**config.mk**
```make
export PLATFORM = sky130hd
export DESIGN_NAME = dlsc_stereobm_disparity_tracker_flat
export DESIGN_NICKNAME = d
export VERILOG_FILES = /design/src/rtl/dlsc_stereobm_disparity_tracker_if.sv /design/src/rtl/dlsc_stereobm_disparity_tracker.sv /design/src/flat_wrapper.sv
export SDC_FILE = /design/constraint.sdc
export NUM_CORES = 1
export LEC_CHECK = 0
export ABC_CLOCK_PERIOD_IN_PS = 7500
export BUFFER_PORTS_ARGS = -buffer_cell sky130_fd_sc_hd__buf_2
export CORE_MARGIN = 8
export CORE_UTILIZATION = 40
export DETAILED_ROUTE_END_ITERATION = 12
export PLACE_DENSITY = 0.57
export SETUP_SLACK_MARGIN = 0.05
export SYNTH_ARGS = -nofsm -noshare
export SYNTH_HDL_FRONTEND = slang
export SYNTH_SLANG_ARGS = --single-unit
```
**constraint.sdc**
```tcl
create_clock -name clk -period 7.5 [get_ports clk]
set_clock_uncertainty 0.2 [all_clocks]
set_input_delay 0.75 -clock clk [delete_from_list [all_inputs] [get_ports clk]]
set_output_delay 0.75 -clock clk [all_outputs]
set_load 0.01 [all_outputs]
```
**src/rtl/dlsc_stereobm_disparity_tracker_if.sv**
```systemverilog
// Handshake bundle for the disparity tracker: SAD input stream and result output.
// Both sides use valid/ready; a transfer happens on a rising edge where valid && ready.
interface dlsc_stereobm_disparity_tracker_if #(
    parameter int DISP_BITS = 6,
    parameter int SAD_BITS  = 16
);
    logic                 in_valid;
    logic                 in_ready;
    logic [SAD_BITS-1:0]  in_sad;
    logic                 out_ready;
    logic                 out_valid;
    logic [DISP_BITS-1:0] out_disp;
    logic [SAD_BITS-1:0]  out_sad;
    logic [SAD_BITS-1:0]  out_lo;
    logic [SAD_BITS-1:0]  out_hi;

    modport master (
        output in_valid, in_sad, out_ready,
        input  in_ready, out_valid, out_disp, out_sad, out_lo, out_hi
    );

    modport slave (
        input  in_valid, in_sad, out_ready,
        output in_ready, out_valid, out_disp, out_sad, out_lo, out_hi
    );
endinterface

```
**src/rtl/dlsc_stereobm_disparity_tracker.sv**
```systemverilog
// Winner-take-all disparity tracker: serial SADs in ascending disparity order,
// emits best disparity with its SAD and the SADs of both neighbours.
module dlsc_stereobm_disparity_tracker #(
    parameter int DISP_BITS   = 6,
    parameter int DISPARITIES = 2**DISP_BITS,
    parameter int SAD_BITS    = 16
) (
    input  logic clk,
    input  logic rst_n,
    dlsc_stereobm_disparity_tracker_if.slave bus
);
    localparam logic [DISP_BITS-1:0] LAST_D = DISP_BITS'(DISPARITIES - 1);

    logic [DISP_BITS-1:0] r_d;
    logic [DISP_BITS-1:0] r_best_disp;
    logic [SAD_BITS-1:0]  r_best_sad;
    logic [SAD_BITS-1:0]  r_lo;
    logic [SAD_BITS-1:0]  r_hi;
    logic [SAD_BITS-1:0]  r_prev_sad;
    logic                 r_hi_pend;

    logic                 r_out_valid;
    logic [DISP_BITS-1:0] r_out_disp;
    logic [SAD_BITS-1:0]  r_out_sad;
    logic [SAD_BITS-1:0]  r_out_lo;
    logic [SAD_BITS-1:0]  r_out_hi;

    logic                 w_last;
    logic                 w_accept;
    logic [DISP_BITS-1:0] w_best_disp;
    logic [SAD_BITS-1:0]  w_best_sad;
    logic [SAD_BITS-1:0]  w_lo;
    logic [SAD_BITS-1:0]  w_hi;
    logic                 w_hi_pend;

    // Only the completing beat can stall: it needs the output register free.
    assign w_last      = (r_d == LAST_D);
    assign bus.in_ready = !(w_last && r_out_valid && !bus.out_ready);
    assign w_accept    = bus.in_valid && bus.in_ready;

    always_comb begin
        w_best_disp = r_best_disp;
        w_best_sad  = r_best_sad;
        w_lo        = r_lo;
        w_hi        = r_hi;
        w_hi_pend   = r_hi_pend;
        if (r_d == '0) begin
            w_best_disp = '0;
            w_best_sad  = bus.in_sad;
            w_lo        = bus.in_sad;
            w_hi_pend   = 1'b1;
        end else if (bus.in_sad < r_best_sad) begin
            w_best_disp = r_d;
            w_best_sad  = bus.in_sad;
            w_lo        = r_prev_sad;
            w_hi_pend   = 1'b1;
        end else if (r_hi_pend) begin
            w_hi        = bus.in_sad;
            w_hi_pend   = 1'b0;
        end
    end

    always_ff @(posedge clk or negedge rst_n) begin
        if (!rst_n) begin
            r_d         <= '0;
            r_best_disp <= '0;
            r_best_sad  <= '0;
            r_lo        <= '0;
            r_hi        <= '0;
            r_prev_sad  <= '0;
            r_hi_pend   <= 1'b0;
        end else if (w_accept) begin
            if (w_last) begin
                r_d         <= '0;
                r_best_disp <= '0;
                r_best_sad  <= '0;
                r_lo        <= '0;
                r_hi        <= '0;
                r_prev_sad  <= '0;
                r_hi_pend   <= 1'b0;
            end else begin
                r_d         <= r_d + 1'b1;
                r_best_disp <= w_best_disp;
                r_best_sad  <= w_best_sad;
                r_lo        <= w_lo;
                r_hi        <= w_hi;
                r_prev_sad  <= bus.in_sad;
                r_hi_pend   <= w_hi_pend;
            end
        end
    end

    always_ff @(posedge clk or negedge rst_n) begin
        if (!rst_n) begin
            r_out_valid <= 1'b0;
            r_out_disp  <= '0;
            r_out_sad   <= '0;
            r_out_lo    <= '0;
            r_out_hi    <= '0;
        end else if (w_accept && w_last) begin
            r_out_valid <= 1'b1;
            r_out_disp  <= w_best_disp;
            r_out_sad   <= w_best_sad;
            r_out_lo    <= w_lo;
            // A winner at the last disparity has no right neighbour.
            r_out_hi    <= w_hi_pend ? w_best_sad : w_hi;
        end else if (r_out_valid && bus.out_ready) begin
            r_out_valid <= 1'b0;
        end
    end

    assign bus.out_valid = r_out_valid;
    assign bus.out_disp  = r_out_disp;
    assign bus.out_sad   = r_out_sad;
    assign bus.out_lo    = r_out_lo;
    assign bus.out_hi    = r_out_hi;
endmodule

```
**src/flat_wrapper.sv**
```systemverilog
// flat-port wrapper written by rule: the top's interface ports become plain ports
module dlsc_stereobm_disparity_tracker_flat 
#(
    parameter int DISP_BITS   = 6,
    parameter int DISPARITIES = 2**DISP_BITS,
    parameter int SAD_BITS    = 16
)
  (clk, rst_n, bus_in_valid, bus_in_sad, bus_out_ready, bus_in_ready, bus_out_valid, bus_out_disp, bus_out_sad, bus_out_lo, bus_out_hi);
  dlsc_stereobm_disparity_tracker_if #(.DISP_BITS(DISP_BITS), .SAD_BITS(SAD_BITS)) bus_i ();
  input  logic clk;
  input  logic rst_n;
  input wire logic [$bits(bus_i.in_valid)-1:0] bus_in_valid;
  input wire logic [$bits(bus_i.in_sad)-1:0] bus_in_sad;
  input wire logic [$bits(bus_i.out_ready)-1:0] bus_out_ready;
  output wire logic [$bits(bus_i.in_ready)-1:0] bus_in_ready;
  output wire logic [$bits(bus_i.out_valid)-1:0] bus_out_valid;
  output wire logic [$bits(bus_i.out_disp)-1:0] bus_out_disp;
  output wire logic [$bits(bus_i.out_sad)-1:0] bus_out_sad;
  output wire logic [$bits(bus_i.out_lo)-1:0] bus_out_lo;
  output wire logic [$bits(bus_i.out_hi)-1:0] bus_out_hi;
  assign bus_i.in_valid = bus_in_valid;
  assign bus_i.in_sad = bus_in_sad;
  assign bus_i.out_ready = bus_out_ready;
  assign bus_in_ready = bus_i.in_ready;
  assign bus_out_valid = bus_i.out_valid;
  assign bus_out_disp = bus_i.out_disp;
  assign bus_out_sad = bus_i.out_sad;
  assign bus_out_lo = bus_i.out_lo;
  assign bus_out_hi = bus_i.out_hi;
  dlsc_stereobm_disparity_tracker #(.DISP_BITS(DISP_BITS), .DISPARITIES(DISPARITIES), .SAD_BITS(SAD_BITS)) u_core (.clk(clk), .rst_n(rst_n), .bus(bus_i));
endmodule
```
# [Word-level counts from Yosys, hierarchy flattened]
# Cells that the tools add are included.
[word_totals] output_inout_bits=56 ramBits=0 wordCells=45 register_bits=132 romBits=0 latch_bits=0 n_memories=0
[classes] multipliers=0 add_sub_neg=1 bitwise_logic=0 eq_ne=1 shift=0 div_mod_pow=0 mux=21 magnitude_cmp=1 reduce_logical=9
[ops] cell="$mux 16" count=12
[ops] cell="$mux 6" count=4
[ops] cell="$lt 16x16->1" count=1
[ops] cell="$add 6x1->6 const B" count=1
[ops] cell="$eq 6x6->1 const B" count=1
[ops] cell="$logic_not 6->1" count=1
[ops] cell="$logic_and 1x1->1" count=5
[ops] cell="$mux 1" count=5
[ops] cell="$logic_not 1->1" count=2
[ops] cell="$reduce_bool 2->1" count=1

# [Logic depth before layout (Yosys ltp)]
# Gate-level depths: netlist of the first run.
[logic_depth] depth_word=7 depth_mapped=10 depth_no_buf=8

# [Least setup slack after synthesis of the first run]
# Ideal clock, no wire load.
[synth_path] path_kind="input port to flip-flop" start="input port bus_in_sad[11]" end="register u_core.r_hi[10]" setup_slack_ns=4.596 setup_time_ns=0.121 n_path_buf=2 stages=9 arrival_time_ns=2.583 cell_sequence="ha_1 > nand4_1 > a211oi_1 > a32oi_2 > a21oi_1 > buf_4 > nand3_2 > buf_2 > a32o_1"
[synth_via] elab_chain_len=4
[synth_rtl] item="start, declared" line_no="flat_wrapper.sv:13" rtl="input wire logic [$bits(bus_i.in_sad)-1:0] bus_in_sad;"
[synth_rtl] item="$lt 16x16->1" line_no="dlsc_stereobm_disparity_tracker.sv:52" rtl="end else if (bus.in_sad < r_best_sad) begin"
[synth_rtl] item="$mux 16" line_no="dlsc_stereobm_disparity_tracker.sv:52"
[synth_rtl] item="$mux 16" line_no="dlsc_stereobm_disparity_tracker.sv:47" rtl="if (r_d == '0) begin"
[synth_rtl] item="$mux 16" line_no="dlsc_stereobm_disparity_tracker.sv:73" rtl="if (w_last) begin"
[synth_rtl] item="end signal, assigned" line_no="dlsc_stereobm_disparity_tracker.sv:86" rtl="r_hi <= w_hi;"
[synth_rtl] item="end, declared" line_no="dlsc_stereobm_disparity_tracker.sv:18" rtl="logic [SAD_BITS-1:0] r_hi;"
# Every way passes these cells.
# A chain may end at the register's enable or synchronous reset.

# [Worst setup path after layout of the first run]
[layout_path] start="input port bus_in_sad[11]" end="register u_core.r_lo[4]"
[layout_via] elab_chain_len=4
[layout_rtl] item="$lt 16x16->1" line_no="dlsc_stereobm_disparity_tracker.sv:52"
[layout_rtl] item="$mux 16" line_no="dlsc_stereobm_disparity_tracker.sv:52"
[layout_rtl] item="$mux 16" line_no="dlsc_stereobm_disparity_tracker.sv:47"
[layout_rtl] item="$mux 16" line_no="dlsc_stereobm_disparity_tracker.sv:73"
[layout_rtl] item="end signal, assigned" line_no="dlsc_stereobm_disparity_tracker.sv:85" rtl="r_lo <= w_lo;"
[layout_rtl] item="end, declared" line_no="dlsc_stereobm_disparity_tracker.sv:17" rtl="logic [SAD_BITS-1:0] r_lo;"
# Every way passes these cells.

==> out/metrics.yaml, run 1 <==
status:
  status: "finished clean"
layout:
  final_cell_mix: "dfrtp_1 (132), buf_2 (74), nand2_1 (51), a22o_1 (38), mux2i_1 (38)"
  final_util_pct: 48.3
  area_growth_pct: 18.0
  fin_area_sq_um: 6990
  num_antenna_cells: 0
  nNetsFinal: 621
  stdcell_count: 780
  final_common_cell: "dfrtp_1"
  layout-drive-gt1-share_pct: 20.1
detailed_routing:
  wl_met3_microns: 674
  highest_layer: "met4"
  wl_met2_microns: 6540
  wirelength_microns: 14200
  antenna_left: 0
  drcViolationCount: 0
  wire_per_inst_microns: 18.3
  via_per_inst: 5.49
  first_pass_iters: 4
  met1_length_microns: 6820
  drtIter0Drc: 285
  via_count: 4284
clock_tree:
  clk_latency_ns: 0.42
  clock_sinks: 132
  clockBufferDepth: 2
  cts_tree: "built"
  cts_resized: 0
  htreeDepth: 4
  postCtsSetupRepairBufs: 0
  path_clk_slew_ns: 0.06
  cts_buffers: 17
  cts_hold_buf: 0
  root_buffer: "clkbuf_16"
worst_setup_path:
  critPathMaxStageDelay_ns: 0.83
  worst_path_max_delay_cell: "nor3_4"
  cp_cell_sequence: "buf_2 > ha_1 > a21oi_1 > o21ai_0 > a21oi_1 > nand2_2 > nor3_4 > a221o_1"
  worstSetupEndpointType: "register"
  cp_common_cell: "a21oi_1"
  crit_type: "primary input to register"
  crit_fanout: 24
  worstPathArrival_ns: 3.49
  start_kind: "primary input"
  cp_data_required_time_ns: 7.65
sta:
  tns_ns: 0
  drv_slew: 0
  finalHoldViolations: 0
  rsz0062_at_grt: "no"
  worstMarginPinSlew_ns: 1.03
  fin_crit_ns: 3.35
  slew_headroom_pct: 31.2
  setup_ws_ns: 4.15
  fmax_ghz: 0.299
  final.period_utilization_pct: 44.6
  setup_viol: 0
  holdWs_ns: 0.122
power:
  ir_drop_v: 0.000167
  p_per_area_nw_per_um2: 371
  total_power_mw: 2.60
  p_leak_nw: 3.41
global_route:
  grt_pass1_vias: 4299
  grt_max_degree: 110
  grt_util_all_layers_pct: 15.8
  antenna_found_initial: 0
  grt_pass1_wl_microns: 23300
  gr-total-overflow: 0
yosys:
  synth_edf_count: 0
  postSynth.asyncResetShare_pct: 100
  ys_ff_latch: 132
  syn_nets: 555
  syn-cell-area_sq_um: 5920
  ys_types: 38
  avgSynthCellArea_sq_um: 11.4
  ys_seq_area_share_pct: 55.8
  yosysWarnings: 0
  synth_ff_type: "dfrtp_1"
  syn-instance-count: 518
place:
  dp_cells: 749
  dpl_cell_area_sq_um: 6440
  io_buffers: 75
  gp_routability_congestion: 0.787
  hpwl_microns: 9410
  dp_slack_ns: 3.67
floorplanning:
  initial_utilization_pct: 40.9
  fp.coreArea_sq_um: 14500
  dieArea_sq_um: 19000
  die_height_microns: 138
  num_io_pins: 76
  fp-row-count: 44
  die_w_microns: 138
hold_path:
  hold_path.class: "primary input to async pin"
run:
  drv_cap: 0
==> sequential cells by signal, summed over array words and instances, names as in the netlist <==
register,cells
u_core.bus.out_disp,6
u_core.bus.out_hi,16
u_core.bus.out_lo,16
u_core.bus.out_sad,16
u_core.bus.out_valid,1
u_core.r_best_disp,6
u_core.r_best_sad,16
u_core.r_d,6
u_core.r_hi,16
u_core.r_hi_pend,1
u_core.r_lo,16
u_core.r_prev_sad,16
==> layer usage <==
metal,GRT usage (%),up-vias
li1,-,2034
met1,22.2,2156
met2,23.2,80
met3,3.94,14
met4,5.79,0
met5,0,-
==> cell usage after synthesis (all sizes together), types with 16 or more instances <==
cell type | instances | share of area [%]
a22o | 38 | 5.6
clkbuf | 20 | 1.3
o21ai | 48 | 4.1
mux2i | 38 | 6.4
a2bb2oi | 16 | 2.4
dfrtp | 132 | 56
a21oi | 25 | 2.1
inv | 19 | 1.2
nand2 | 53 | 3.4
and3 | 19 | 2.0
nand2b | 18 | 1.9
a221o | 16 | 2.7
ha | 17 | 3.6
==> layout make-up <==
class / instances / area [sq um]
Timing Repair Buffer: 82 / 430
Tap cell: 184 / 230
Multi-Input combinational cell: 331 / 2400
Sequential cell: 132 / 3300
Inverter: 20 / 75.1
Fill cell: 1363 / 7490
Clock inverter: 9 / 80.1
Clock buffer: 22 / 474
==> worst paths after layout <==
path,from,end,slack (ns),cells after the start
max in group asynchronous,rst_n,u_core.r_best_sad[15]$_DFFE_PN0N_,5.96,2
hold / removal,rst_n,u_core.r_hi[1]$_DFFE_PN0N_,0.12,1
setup / recovery,bus_in_sad[11],u_core.r_lo[4]$_DFFE_PN0N_,4.15,8
setup reg to reg,u_core.r_d[0]$_DFFE_PN0N_,u_core.r_lo[4]$_DFFE_PN0N_,4.23,8
min in group clk,u_core.bus.out_lo[6]$_DFFE_PN0P_,u_core.bus.out_lo[6]$_DFFE_PN0P_,0.27,2
hold reg to reg,u_core.bus.out_lo[6]$_DFFE_PN0P_,u_core.bus.out_lo[6]$_DFFE_PN0P_,0.27,2
==> cells by family after synthesis <==
family | share of synthesized area (%)
simple gates | 9.21
compound gates | 20.6
fa+ha+maj | 3.59
buf+inv | 4.08
xor+xnor | 0.296
mux | 6.42
flops | 55.8
==> worst max-delay path, delay by kind of cell <==
| family | cells | cell delay (ns) |
|---|---|---|
| compound gates | 4 | 0.85 |
| buf+inv | 1 | 0.15 |
| fa+ha+maj | 1 | 0.34 |
| simple gates | 2 | 1.39 |
==> report_power, final <==
| group | internal, mW | switching (mW) | leakage, nW |
|---|---|---|---|
| Sequential | 0.907 | 0.134 | 1.66 |
| Combinational | 0.356 | 0.425 | 1.49 |
| Clock | 0.477 | 0.297 | 0.264 |
Note: power is estimated with default switching activity, not from simulation.
==> run 2, diff against run 1 <==
- ABC_CLOCK_PERIOD_IN_PS: 7500 -> 3190
- clock period: 7.5 -> 3.19 ns (I/O delays scaled with it)
==> out/metrics.yaml, run 2 (synthesized netlist as in run 1, its figures left out) <==
clock_tree:
  cts_buffers: 17
  clk_latency_ns: 0.41
  path_clk_slew_ns: 0.06
  cts_tree: "built"
  htreeDepth: 4
  root_buffer: "clkbuf_16"
  clock_sinks: 132
  postCtsSetupRepairBufs: 0
  clockBufferDepth: 2
layout:
  layout-drive-gt1-share_pct: 21.8
  final_cell_mix: "dfrtp_1 (132), buf_2 (74), nand2_1 (51), a22o_1 (38), mux2i_1 (38)"
  final_util_pct: 49.8
  stdcell_count: 793
  area_growth_pct: 21.8
  fin_area_sq_um: 7210
  num_antenna_cells: 0
  fill_cells: 1333
  final_common_cell: "dfrtp_1"
  nNetsFinal: 633
power:
  total_power_mw: 6.46
  seqPwrFrac_pct: 38.1
  ir_drop_v: 0.000427
  p_per_area_nw_per_um2: 896
  swShare_pct: 31.4
  p_int_mw: 4.43
  p_leak_nw: 3.52
  switching_power_mw: 2.03
  clock_power_share_pct: 33.3
  combinationalPowerShare_pct: 28.6
global_route:
  grt_pass1_wl_microns: 23500
  grt_util_all_layers_pct: 15.9
  grt_max_degree: 57
  gr-total-overflow: 0
  grt_pass1_vias: 4368
  antenna_found_initial: 0
sta:
  final.period_utilization_pct: 86.1
  rsz0062_at_grt: "no"
  setup_viol: 0
  tns_ns: 0
  drv_slew: 0
  finalHoldViolations: 0
  worstMarginPinSlew_ns: 1.24
  fin_crit_ns: 2.75
  holdWs_ns: 0.0179
  setup_ws_ns: 0.445
  fmax_ghz: 0.364
  slew_headroom_pct: 17.1
floorplanning:
  initial_utilization_pct: 40.9
  num_io_pins: 76
  die_height_microns: 138
  fp-row-count: 44
  die_w_microns: 138
  fp.coreArea_sq_um: 14500
  dieArea_sq_um: 19000
run:
  drv_cap: 0
worst_setup_path:
  cp_data_required_time_ns: 3.29
  start_kind: "register"
  worstSetupEndpointType: "register"
  crit_fanout: 16
  crit_type: "register to register"
  worstPathArrival_ns: 2.84
place:
  io_buffers: 75
  dp_slack_ns: 0.355
  dpl_cell_area_sq_um: 6540
  dp_cells: 759
  gp_routability_congestion: 0.805
  hpwl_microns: 9840
detailed_routing:
  via_count: 4315
  drcViolationCount: 0
  wire_per_inst_microns: 17.9
  antenna_left: 0
  via_per_inst: 5.44
  first_pass_iters: 4
  wirelength_microns: 14200
  drtIter0Drc: 359
hold_path:
  hold_path.class: "primary input to register"
status:
  status: "finished clean"
-- run 2: changes by cell type in the layout (fill, tap and decap cells not counted), moves of 2 or more --
cell and delta:
buf_12 +2, dlygate4sd3_1 +2, bufinv_16 +4, buf_4 +8
clkbuf_1 -2, clkinv_4 +2
-- run 2: critical path: stages, from the launching register on --
cell	delay, ns
dfrtp_1	0.45
ha_1	0.25
nand3_1	0.13
nor2_1	0.14
a21boi_1	0.59
nand3_2	0.47
a32o_1	0.40
-- run 2: metal layers --
metal | up-vias | GRT usage (%) | wire length, microns
li1 | 2056 | - | -
met1 | 2148 | 21.5 | 6750
met2 | 97 | 24.0 | 6550
met3 | 14 | 4.70 | 749
met4 | 0 | 5.25 | 159
met5 | - | 0 | 0
-- run 2: cell type report --
class	instances	area, sq um	share of cell area (%)
inverters	20	75.1	1.04
clock buffers	19	453	6.28
multi-input cells	331	2400	33.2
repair buffers	94	551	7.63
well taps	184	230	3.19
flip-flops and latches	132	3300	45.8
clock inverters	13	205	2.84
-- run 2: final timing paths --
kind / to / slack [ns] / start / cells past startpoint
max: u_core.r_hi[13]$_DFFE_PN0N_ / 0.44 / u_core.r_d[0]$_DFFE_PN0N_ / 6
min: u_core.bus.out_valid$_DFFE_PN0P_ / 0.02 / bus_out_ready / 3
max reg2reg: u_core.r_hi[13]$_DFFE_PN0N_ / 0.44 / u_core.r_d[0]$_DFFE_PN0N_ / 6
min reg2reg: u_core.bus.out_lo[15]$_DFFE_PN0P_ / 0.27 / u_core.bus.out_lo[15]$_DFFE_PN0P_ / 2
max in group asynchronous: u_core.r_lo[15]$_DFFE_PN0N_ / 1.68 / rst_n / 3
min in group asynchronous: u_core.r_best_sad[0]$_DFFE_PN0N_ / 0.32 / rst_n / 2
-- run 2: power by group through the flow --
stage	clock [mW]	combinational [mW]	sequential [mW]
after detailed placement	0	1.88	2.48
final	2.15	1.85	2.46
after global routing	2.27	2.06	2.53
after global placement	0	1.83	2.47
after floorplan	0	1.35	2.43
after CTS	2.19	1.89	2.46
-- run 2: repair_timing --
item                                   CTS  global route
endpoints found under the hold margin   55             0
resized for setup                        0             0
hold buffers                             2             0
